--- config.mk ---
export PLATFORM = sky130hd
export DESIGN_NAME = fpu_normalize_round
export DESIGN_NICKNAME = d
export VERILOG_FILES = /design/src/rtl/fpu_normalize_round.sv
export SDC_FILE = /design/constraint.sdc
export NUM_CORES = 1
export LEC_CHECK = 0
export ABC_AREA = 0
export BUFFER_PORTS_ARGS = -buffer_cell sky130_fd_sc_hd__buf_2
export CAP_MARGIN = 30
export CORE_MARGIN = 2
export CORE_UTILIZATION = 55
export CTS_BUF_LIST = sky130_fd_sc_hd__clkbuf_2
export CTS_CLUSTER_SIZE = 40
export DETAILED_ROUTE_END_ITERATION = 12
export PLACE_DENSITY = 0.78
export SETUP_SLACK_MARGIN = 0.1
export SYNTH_ARGS = -nofsm -noshare
export SYNTH_HDL_FRONTEND = slang
export SYNTH_SLANG_ARGS = --single-unit
--- constraint.sdc ---
create_clock -name clk -period 8.75 [get_ports clk]
set_input_delay 0.4375 -clock clk [delete_from_list [all_inputs] [get_ports clk]]
set_output_delay 0.4375 -clock clk [all_outputs]
set_load 0.02 [all_outputs]
--- src/rtl/fpu_normalize_round.sv ---
// Normalizes an unnormalized sign-magnitude adder result, rounds to nearest-even and packs binary64.
// Define FPU_NORM_LZC_EN to normalize in one cycle (leading-zero count + barrel shift) instead of bit-serially.
module fpu_normalize_round #(
    parameter int EXP_W  = 11,
    parameter int FRAC_W = 52,
    parameter int WIDTH  = 56
) (
    input  logic                  clk,
    input  logic                  rst,
    input  logic                  in_valid,
    output logic                  in_ready,
    input  logic [WIDTH:0]        in_mant,
    input  logic                  in_sign,
    input  logic [EXP_W-1:0]      in_exp,
    output logic                  out_valid,
    input  logic                  out_ready,
    output logic [EXP_W+FRAC_W:0] out_result,
    output logic                  out_overflow,
    output logic                  out_underflow,
    output logic                  out_inexact
);

    localparam logic [EXP_W:0]        EXP_ZERO  = {(EXP_W+1){1'b0}};
    localparam logic [EXP_W:0]        EXP_ONE   = {{EXP_W{1'b0}}, 1'b1};
    localparam logic [EXP_W:0]        EXP_MAX   = {1'b0, {EXP_W{1'b1}}};
    localparam logic [WIDTH:0]        MANT_ZERO = {(WIDTH+1){1'b0}};
    localparam logic [FRAC_W-1:0]     FRAC_ZERO = {FRAC_W{1'b0}};
    localparam logic [EXP_W+FRAC_W:0] RES_ZERO  = {(EXP_W+FRAC_W+1){1'b0}};

    typedef enum logic [2:0] {
        S_IDLE  = 3'd0,
        S_CAPT  = 3'd1,
        S_NORM  = 3'd2,
        S_ROUND = 3'd3,
        S_OUT   = 3'd4
    } state_t;

    state_t                  state_q, state_d;
    logic [WIDTH:0]          mant_q, mant_d;
    logic [EXP_W:0]          exp_q, exp_d;
    logic                    sign_q, sign_d;
    logic                    out_valid_q, out_valid_d;
    logic [EXP_W+FRAC_W:0]   result_q, result_d;
    logic                    ovf_q, ovf_d;
    logic                    unf_q, unf_d;
    logic                    inx_q, inx_d;

    logic                    rnd_g_s, rnd_r_s, rnd_st_s, rnd_up_s;
    logic [FRAC_W+1:0]       rnd_sum_s;
    logic [EXP_W:0]          rnd_exp_s;
    logic [FRAC_W-1:0]       rnd_frac_s;
    logic                    rnd_inx_s, rnd_ovf_s, rnd_unf_s;
    logic [EXP_W+FRAC_W:0]   rnd_result_s;

`ifdef FPU_NORM_LZC_EN
    localparam int LZ_W = $clog2(WIDTH + 1);

    function automatic logic [LZ_W-1:0] lzc_f(input logic [WIDTH-1:0] v);
        logic [LZ_W-1:0] cnt;
        cnt = LZ_W'(WIDTH);
        for (int i = 0; i < WIDTH; i++) begin
            cnt = v[i] ? LZ_W'(WIDTH - 1 - i) : cnt;
        end
        return cnt;
    endfunction

    logic [LZ_W-1:0] lzc_s;
    logic [EXP_W:0]  lzc_ext_s, exp_m1_s, shamt_s, norm_exp_s;
    logic [WIDTH:0]  norm_mant_s;

    // one-shot normalize; the shift is clamped so a denormal stops at exponent 1 then drops to 0
    always_comb begin
        lzc_s     = lzc_f(mant_q[WIDTH-1:0]);
        lzc_ext_s = {{(EXP_W+1-LZ_W){1'b0}}, lzc_s};
        exp_m1_s  = exp_q - EXP_ONE;
        if (lzc_ext_s <= exp_m1_s) begin
            shamt_s = lzc_ext_s;
        end else begin
            shamt_s = exp_m1_s;
        end
        norm_mant_s = mant_q << shamt_s;
        if (!norm_mant_s[WIDTH-1]) begin
            norm_exp_s = EXP_ZERO;
        end else begin
            norm_exp_s = exp_q - shamt_s;
        end
    end
`endif

    // round-to-nearest-even, exponent fix-up and packing of the normalized value
    always_comb begin
        rnd_g_s   = mant_q[2];
        rnd_r_s   = mant_q[1];
        rnd_st_s  = mant_q[0];
        rnd_up_s  = rnd_g_s & (rnd_r_s | rnd_st_s | mant_q[3]);
        rnd_sum_s = {1'b0, mant_q[WIDTH-1:3]} + {{(FRAC_W+1){1'b0}}, rnd_up_s};
        rnd_frac_s = rnd_sum_s[FRAC_W-1:0];
        if (rnd_sum_s[FRAC_W+1]) begin
            rnd_frac_s = FRAC_ZERO;
            rnd_exp_s  = exp_q + EXP_ONE;
        end else if ((exp_q == EXP_ZERO) && rnd_sum_s[FRAC_W]) begin
            rnd_exp_s = EXP_ONE;
        end else begin
            rnd_exp_s = exp_q;
        end
        rnd_inx_s = rnd_g_s | rnd_r_s | rnd_st_s;
        if (rnd_exp_s >= EXP_MAX) begin
            rnd_result_s = {sign_q, {EXP_W{1'b1}}, FRAC_ZERO};
            rnd_ovf_s    = 1'b1;
            rnd_inx_s    = 1'b1;
        end else begin
            rnd_result_s = {sign_q, rnd_exp_s[EXP_W-1:0], rnd_frac_s};
            rnd_ovf_s    = 1'b0;
        end
        rnd_unf_s = (rnd_exp_s == EXP_ZERO) & rnd_inx_s;
    end

    // next-state and datapath update for the capture / normalize / round / output sequence
    always_comb begin
        state_d     = state_q;
        mant_d      = mant_q;
        exp_d       = exp_q;
        sign_d      = sign_q;
        out_valid_d = out_valid_q;
        result_d    = result_q;
        ovf_d       = ovf_q;
        unf_d       = unf_q;
        inx_d       = inx_q;
        case (state_q)
            S_IDLE: begin
                if (in_valid) begin
                    state_d = S_CAPT;
                    mant_d  = in_mant;
                    exp_d   = (in_exp == {EXP_W{1'b0}}) ? EXP_ONE : {1'b0, in_exp};
                    sign_d  = in_sign;
                end else begin
                    state_d = S_IDLE;
                end
            end
            S_CAPT: begin
                if (mant_q == MANT_ZERO) begin
                    state_d     = S_OUT;
                    out_valid_d = 1'b1;
                    result_d    = RES_ZERO;
                    ovf_d       = 1'b0;
                    unf_d       = 1'b0;
                    inx_d       = 1'b0;
                end else if (mant_q[WIDTH]) begin
                    // carry out of the adder: the dropped bit folds into sticky
                    mant_d  = {1'b0, mant_q[WIDTH:2], mant_q[1] | mant_q[0]};
                    exp_d   = exp_q + EXP_ONE;
                    state_d = S_ROUND;
                end else begin
                    state_d = S_NORM;
                end
            end
            S_NORM: begin
`ifdef FPU_NORM_LZC_EN
                mant_d  = norm_mant_s;
                exp_d   = norm_exp_s;
                state_d = S_ROUND;
`else
                if (mant_q[WIDTH-1]) begin
                    state_d = S_ROUND;
                end else if (exp_q == EXP_ONE) begin
                    exp_d   = EXP_ZERO;
                    state_d = S_ROUND;
                end else begin
                    mant_d  = {mant_q[WIDTH-1:0], 1'b0};
                    exp_d   = exp_q - EXP_ONE;
                    state_d = S_NORM;
                end
`endif
            end
            S_ROUND: begin
                state_d     = S_OUT;
                out_valid_d = 1'b1;
                result_d    = rnd_result_s;
                ovf_d       = rnd_ovf_s;
                unf_d       = rnd_unf_s;
                inx_d       = rnd_inx_s;
            end
            S_OUT: begin
                if (out_ready) begin
                    out_valid_d = 1'b0;
                    state_d     = S_IDLE;
                end else begin
                    state_d = S_OUT;
                end
            end
            default: begin
                state_d     = S_IDLE;
                out_valid_d = 1'b0;
            end
        endcase
    end

    // state and datapath registers; reset discards any in-flight operation
    always_ff @(posedge clk or posedge rst) begin
        if (rst) begin
            state_q     <= S_IDLE;
            mant_q      <= MANT_ZERO;
            exp_q       <= EXP_ZERO;
            sign_q      <= 1'b0;
            out_valid_q <= 1'b0;
            result_q    <= RES_ZERO;
            ovf_q       <= 1'b0;
            unf_q       <= 1'b0;
            inx_q       <= 1'b0;
        end else begin
            state_q     <= state_d;
            mant_q      <= mant_d;
            exp_q       <= exp_d;
            sign_q      <= sign_d;
            out_valid_q <= out_valid_d;
            result_q    <= result_d;
            ovf_q       <= ovf_d;
            unf_q       <= unf_d;
            inx_q       <= inx_d;
        end
    end

    assign in_ready      = (state_q == S_IDLE);
    assign out_valid     = out_valid_q;
    assign out_result    = result_q;
    assign out_overflow  = ovf_q;
    assign out_underflow = unf_q;
    assign out_inexact   = inx_q;

endmodule

# Word-level counts from Yosys, hierarchy flattened
# Cells that the tools add are included.
# W data, S select, Z words.
[classes]
shift = 0
reduce_logical = 16
magnitude_cmp = 1
bitwise_logic = 7
eq_ne = 12
div_mod_pow = 0
n_addsub = 3
n_mux = 35
n_mul = 0
[op_table]
columns = ["op", "count"]
rows = [
  ["$mux W57", 4],
  ["$pmux W57 S3", 1],
  ["$pmux W64 S2", 1],
  ["$mux W12", 7],
  ["$mux W64", 1],
  ["$mux W63", 1],
  ["$logic_not A57 Y1", 1],
  ["$mux W56", 1],
  ["$add A53 B1 Y54", 1],
  ["$mux W52", 1],
  ["$pmux W12 S3", 1],
  ["$logic_not A12 Y1", 2],
  ["$pmux W3 S5", 1],
  ["$ne A2 B2 Y1 const B", 7],
  ["$add A12 B1 Y12 const B", 1],
  ["$eq A12 B1 Y1 const B", 1],
  ["$ge A12 B11 Y1 const B", 1],
  ["$sub A12 B1 Y12 const B", 1],
  ["$logic_not A11 Y1", 1],
  ["$mux W11", 1],
  ["$reduce_and A5 Y1", 2],
  ["$mux W1", 9],
  ["$eq A3 B2 Y1 const B", 2],
  ["$mux W3", 2],
  ["16 further kinds", 23],
]
[totals]
latchBits = 0
mem_bits_rw = 0
memories = 0
elab_cells = 85
rom_bits = 0
regBits = 141

# Longest topological paths before layout
[logic_depth]
depth_word = 11
depth_mapped = 12

# Least setup slack after synthesis
# No wires, ideal clock.
[synth_timing]
path_type = "flip-flop to flip-flop"
startpoint = "register mant_q[8]"
endpoint = "register result_q[10] (netlist: out_result[10])"
path_slack_ns = 5.515
synth_period_minus_slack_ns = 3.235
required_time_ns = 8.631
stages_incl_launch_ff = 12
arrival_ns = 3.116
path_buffers = 3
path_cell_list = "dfrtp_1 -> buf_2 -> nand4_2 -> or4_4 -> or4_1 -> buf_2 -> nor4_1 -> a211oi_1 -> or4_4 -> o21ai_4 -> buf_6 -> o21ai_2"
[synth_between]
elab_chain_len = 7
word_cells_on_any_way = 11
[synth_lines]
columns = ["element", "line_no", "source"]
rows = [
  ["from (decl)", "39", "logic [WIDTH:0] mant_q, mant_d;"],
  ["from (signal assigned)", "212", "mant_q <= mant_d;"],
  ["$add A53 B1 Y54", "96", "rnd_sum_s = {1'b0, mant_q[WIDTH-1:3]} + {{(FRAC_W+1){1'b0}}, rnd_up_s};"],
  ["$logic_and A1 B1 Y1", "101", "end else if ((exp_q == EXP_ZERO) && rnd_sum_s[FRAC_W]) begin"],
  ["$mux W12", "101", ""],
  ["$mux W12", "98", "if (rnd_sum_s[FRAC_W+1]) begin"],
  ["$ge A12 B11 Y1", "107", "if (rnd_exp_s >= EXP_MAX) begin"],
  ["$mux W63", "107", ""],
  ["$pmux W64 S2", "129", "case (state_q)"],
  ["to (signal assigned)", "216", "result_q <= result_d;"],
  ["to (decl)", "43", "logic [EXP_W+FRAC_W:0] result_q, result_d;"],
]
# Parallel ways exist; a longest one is shown, timed or not.
# A chain may end at the register's enable or synchronous reset.

# Worst setup path after layout
[layout_timing]
startpoint = "register mant_q[7]"
endpoint = "register result_q[50] (netlist: out_result[50])"
# The elaborated chain is that of the path after synthesis.

==> run summary <==
- **status** complete, no violations
- **Worst Tran Pin Value** 1.040 ns
- **vertical die dimension** 127.4 um
- **via density per instance** 6.446
- **CP Launch Type** register
- **CTS Buf Count** 17
- **number of antenna violations at the first check in global routing** 1
- **kind of critical path** reg -> reg
- **pin count of the biggest net entering global routing** 91
- **Logic pwr share** 52.5%
- **number of levels the H-tree was split into** 4
- **clk_lat worst skew** 0.79 ns
- **post-CTS resize count** 0
- **io pins** 142
- **die span in x** 127.4 um
- **net switching fraction of the power** 52.11%
- **Clock Path Buffers** 2
- **share of cell area taken by muxes after synthesis** 0.7319%
- **final count of pins violating max slew** 0
- **die area** 0.01623 mm2
- **Total GRT Usage** 31.49%
- **Simple-Gate Fraction of Synth Area** 20.13%
- **fill cell count** 1,212
- **global-route wire length before repair** 40,280 um
- **net switching power figure** 0.002072 W
- **Layout area overhead** 18.54%
- **peak fanout along the critical path** 42
- **category of cells accounting for the largest share of critical-path delay** simple AND/OR/NAND/NOR gates
- **HPWL Detailed** 16,500 um
- **Worst Path Buf+Inv** 1
- **Post-Route Setup TNS** 0 ns
- **count of distinct cell types in the synthesized netlist** 58
- **syn_nets** 1,044
- **RR Startpoint** mant_q[7]$_DFFE_PP0P_
- **Yosys warnings** 0
- **Post-Place Setup Slack** 4.347 ns
- **hold buffer count at CTS** 67
- **Leak** 4.252 nW
- **library cell appearing most often on the critical path** sky130_fd_sc_hd__or4_4
- **Worst Path Arrival** 5.13 ns
- **number of detailed-route iterations in the first pass** 12
- **# DRC** 0
- **worst setup path endpoint** out_result[50]$_DFFE_PP0P_
- **number of nets still failing antenna checks after routing** 0
- **Compound-Gate Fraction of Synth Area** 22.76%
- **Fmax** 223.3 MHz
- **overall via count from detail_route** 8,373
- **wire length per cell after detailed routing** 19.71 um
- **clock period minus worst slack** 4.478 ns
- **Cell Area, Synth** 0.008377 mm2
- **endpoint of the lowest-slack register-to-register path** out_result[50]$_DFFE_PP0P_
- **Critical Path End Type** register
- **sequential element share of the synthesized area** 42.12%
- **Yosys reg bits** 141
- **GP Congestion** 0.9902
- **clock tree from TritonCTS** built
- **depth of the worst register-to-register path** 9
- **CP max stage delay** 0.80 ns
- **DRC violation total after the first TritonRoute iteration** 1,434
- **core area** 0.01503 mm2
- **Flop pwr share** 37.3%
- **main combinational cell family by area after synthesis** compound AO/OA/AOI/OAI gates
- **proportion of synthesized flip-flops having asynchronous set or reset** 100.0%
- **unrepaired setup endpoints after global routing** false
- **initial core utilization** 55.72%
- **clock skew after layout** 0.04081 ns
- **critical path data required time** 9.40 ns
- **global-route track usage on met3** 5.486%
- **relative slew slack** 30.19%
- **endpoints failing setup** 0
- **final hold violations** 0
- **path type of the worst min-delay path** in -> reg
- **row count** 45
- **IR drop worst, VDD** 231.4 uV
- **Root Buffer Master** sky130_fd_sc_hd__clkbuf_2
- **leading register cell type out of synthesis** sky130_fd_sc_hd__dfrtp_1
- **cell with the largest stage delay on the worst path** sky130_fd_sc_hd__or4_1
- **number of global-route vias before repair** 7,385
- **EDFF count, synth** 0
- **most congested layer reported by global routing** met2
- **Pwr Density** 400.4 mW/mm2
- **crit share post-route** 51.18%
- **Post-Synth XOR/XNOR Area** 7.319%
- **portion of total power attributed to the clock network** 10.2%
- **Worst R2R Setup Slack** 4.27 ns
- **stages on the worst setup path** 9
- **clock transition time at the flip-flop clock pins of the worst setup and hold paths** 0.22 ns
- **final setup margin** 4.272 ns
- **Pint** 0.001904 W
- **share of synthesized cell area in full adder, half adder and majority cells** 0.7468%
- **number of setup buffers added after CTS** 0
- **source of the critical timing path** mant_q[7]$_DFFE_PP0P_
- **layout cell share with drive strength beyond 1** 21.71%
- **global routing met1 resource utilization** 45.70%
- **count of input and output buffers** 141
- **number of clock sinks seen by CTS** 141
- **final net count** 1,175
- **Maximum Capacitance Violations** 0
- **total wirelength of the detailed-routed design** 25,610 um
- **instance count of the mapped netlist** 966
- **mean cell area of the mapped netlist** 8.672 um2
- **Overflow after GRT** 0
- **routing usage on met2** 47.97%
- **ordered cell list for the critical path** nand4_2 -> or4_4 -> or4_1 -> nor2_1 -> a211oi_1 -> or4_4 -> o21ai_4 -> buf_4 -> o21ai_0
## layout by cell type, fill, tap and decap left out, types with 6 or more instances in the layout
| master | netlist | final |
|---|---|---|
| sky130_fd_sc_hd__a21o_1 | 9 | 9 |
| sky130_fd_sc_hd__a21oi_1 | 85 | 85 |
| sky130_fd_sc_hd__a222oi_1 | 55 | 55 |
| sky130_fd_sc_hd__and4_1 | 7 | 7 |
| sky130_fd_sc_hd__buf_2 | 8 | 141 |
| sky130_fd_sc_hd__buf_4 | 0 | 10 |
| sky130_fd_sc_hd__clkbuf_2 | 1 | 17 |
| sky130_fd_sc_hd__dfrtp_1 | 141 | 141 |
| sky130_fd_sc_hd__dlygate4sd3_1 | 0 | 67 |
| sky130_fd_sc_hd__inv_1 | 18 | 17 |
| sky130_fd_sc_hd__inv_6 | 0 | 6 |
| sky130_fd_sc_hd__nand2_1 | 111 | 110 |
| sky130_fd_sc_hd__nand3_1 | 29 | 29 |
| sky130_fd_sc_hd__nand4_1 | 24 | 24 |
| sky130_fd_sc_hd__nor2_1 | 93 | 91 |
| sky130_fd_sc_hd__nor3_1 | 23 | 23 |
| sky130_fd_sc_hd__nor4_1 | 30 | 30 |
| sky130_fd_sc_hd__o21ai_0 | 32 | 32 |
| sky130_fd_sc_hd__o21ai_1 | 10 | 10 |
| sky130_fd_sc_hd__o21ai_2 | 40 | 40 |
| sky130_fd_sc_hd__or2_2 | 6 | 6 |
| sky130_fd_sc_hd__xnor2_1 | 32 | 32 |
| sky130_fd_sc_hd__xor2_1 | 38 | 38 |
## worst min path at each step
stage | from | end | slack [ns] | cells after the start
after floorplan | sign_q$_DFFE_PP0P_ | sign_q$_DFFE_PP0P_ | 0.48 | 1
after global placement | out_result[55]$_DFFE_PP0P_ | out_result[55]$_DFFE_PP0P_ | 0.46 | 1
after detailed placement | out_result[10]$_DFFE_PP0P_ | out_result[10]$_DFFE_PP0P_ | 0.46 | 2
after CTS | in_exp[10] | exp_q[10]$_DFFE_PP0P_ | 0.03 | 4
after global routing | in_exp[10] | exp_q[10]$_DFFE_PP0P_ | 0.06 | 4
final | in_exp[10] | exp_q[10]$_DFFE_PP0P_ | 0.05 | 4
## tightest hold or removal path, cell delays in order
cell	delay, ns
sky130_fd_sc_hd__buf_2	0.09
sky130_fd_sc_hd__a32o_1	0.13
sky130_fd_sc_hd__a21oi_1	0.04
sky130_fd_sc_hd__o21ai_0	0.12
## cell type report
cell class / instances / area, um2 / share of cell area (%)
antenna: 1 / 2.502 / 0.02520
clock buffer: 17 / 85.08 / 0.8569
clock inverter: 15 / 160.2 / 1.613
inverter: 18 / 72.57 / 0.7308
multi-input combinational: 700 / 4367 / 43.98
sequential: 141 / 3528 / 35.53
tap: 188 / 235.2 / 2.369
timing repair buffer: 219 / 1479 / 14.89
## synth_stat cells, types with 2 or more instances
master                     number  share of area, %
sky130_fd_sc_hd__inv_1         18              0.81
sky130_fd_sc_hd__ha_1           5              0.75
sky130_fd_sc_hd__a21oi_1       85               5.1
sky130_fd_sc_hd__buf_6          5              0.67
sky130_fd_sc_hd__or2_2          6              0.45
sky130_fd_sc_hd__nor4_1        30               2.2
sky130_fd_sc_hd__nand2_1      111               5.0
sky130_fd_sc_hd__nand3_1       29               1.7
sky130_fd_sc_hd__mux2i_1        5              0.60
sky130_fd_sc_hd__nor2_1        93               4.2
sky130_fd_sc_hd__buf_2          8              0.48
sky130_fd_sc_hd__xnor2_1       32               3.3
sky130_fd_sc_hd__buf_1          3              0.13
sky130_fd_sc_hd__or4_4          2              0.27
sky130_fd_sc_hd__nor3_1        23               1.4
sky130_fd_sc_hd__o211a_1        2              0.24
sky130_fd_sc_hd__a221oi_1       4              0.42
sky130_fd_sc_hd__nor2b_1        4              0.30
sky130_fd_sc_hd__a32o_1         3              0.36
sky130_fd_sc_hd__xor2_1        38               4.0
sky130_fd_sc_hd__dfrtp_1      141                42
sky130_fd_sc_hd__o21ai_1       10              0.60
sky130_fd_sc_hd__and2_1         4              0.30
sky130_fd_sc_hd__clkbuf_1      90               4.0
sky130_fd_sc_hd__o22ai_1        2              0.15
sky130_fd_sc_hd__and3_1         3              0.22
sky130_fd_sc_hd__a211oi_1       5              0.45
sky130_fd_sc_hd__a21o_1         9              0.81
sky130_fd_sc_hd__and4_1         7              0.73
sky130_fd_sc_hd__o21ai_0       32               1.9
sky130_fd_sc_hd__o21ai_2       40               4.2
sky130_fd_sc_hd__nand2b_1       3              0.22
sky130_fd_sc_hd__nand3b_1       4              0.36
sky130_fd_sc_hd__a222oi_1      55               6.6
sky130_fd_sc_hd__or3_1          3              0.22
sky130_fd_sc_hd__nand4_1       24               1.8
sky130_fd_sc_hd__a31oi_1        5              0.37
sky130_fd_sc_hd__o311a_1        2              0.24
sky130_fd_sc_hd__a22o_1         2              0.21
## power groups by stage
stage               registers [W]  logic (W)  clock network [W]
finish                    0.00148    0.00209           0.000406
global placement          0.00146    0.00197                  0
detailed placement        0.00148    0.00202                  0
global route              0.00153    0.00228           0.000434
floorplan                 0.00133    0.00163                  0
CTS                       0.00146    0.00206           0.000411
## flip-flops by register name, summed over array words and instances (netlist names)
signal and flops:
exp_q 12, mant_q 57, out_inexact 1, out_overflow 1, out_result 64, out_underflow 1, out_valid 1, sign_q 1
state_q 3
## layer usage
layer	vias to the layer above	share of wire, %	wire (um)
met3	69	9.7	2474
met2	552	46	11740
met4	0	2.6	672
li1	3792	-	-
met5	-	0	0
met1	3960	42	10720
## per-stage QoR
| step | util (%) | instances | cell area [um2] | power, W | hold WS [ns] |
|---|---|---|---|---|---|
| after CTS | 66.03 | 1298 | 9927 | 0.003932 | 0.02776 |
| after global placement | 59.76 | 1198 | 8984 | 0.003437 | 0.4558 |
| after global routing | 66.05 | 1299 | 9930 | 0.004250 | 0.06459 |
| after detailed placement | 59.94 | 1199 | 9011 | 0.003499 | 0.4599 |
| after floorplan | - | 966 | 8377 | 0.002961 | 0.4798 |
| final | 66.05 | 1299 | 9930 | 0.003976 | 0.05477 |
## logic make-up after synthesis
group                    after synthesis
AND/OR/NAND/NOR                      352
multiplexers                           6
XOR/XNOR                              70
AO/OA/AOI/OAI                        267
flip-flops                           141
adder cells (fa/ha/maj)                5
buffers and inverters                125
No activity file was read; power rests on OpenSTA's default activity.
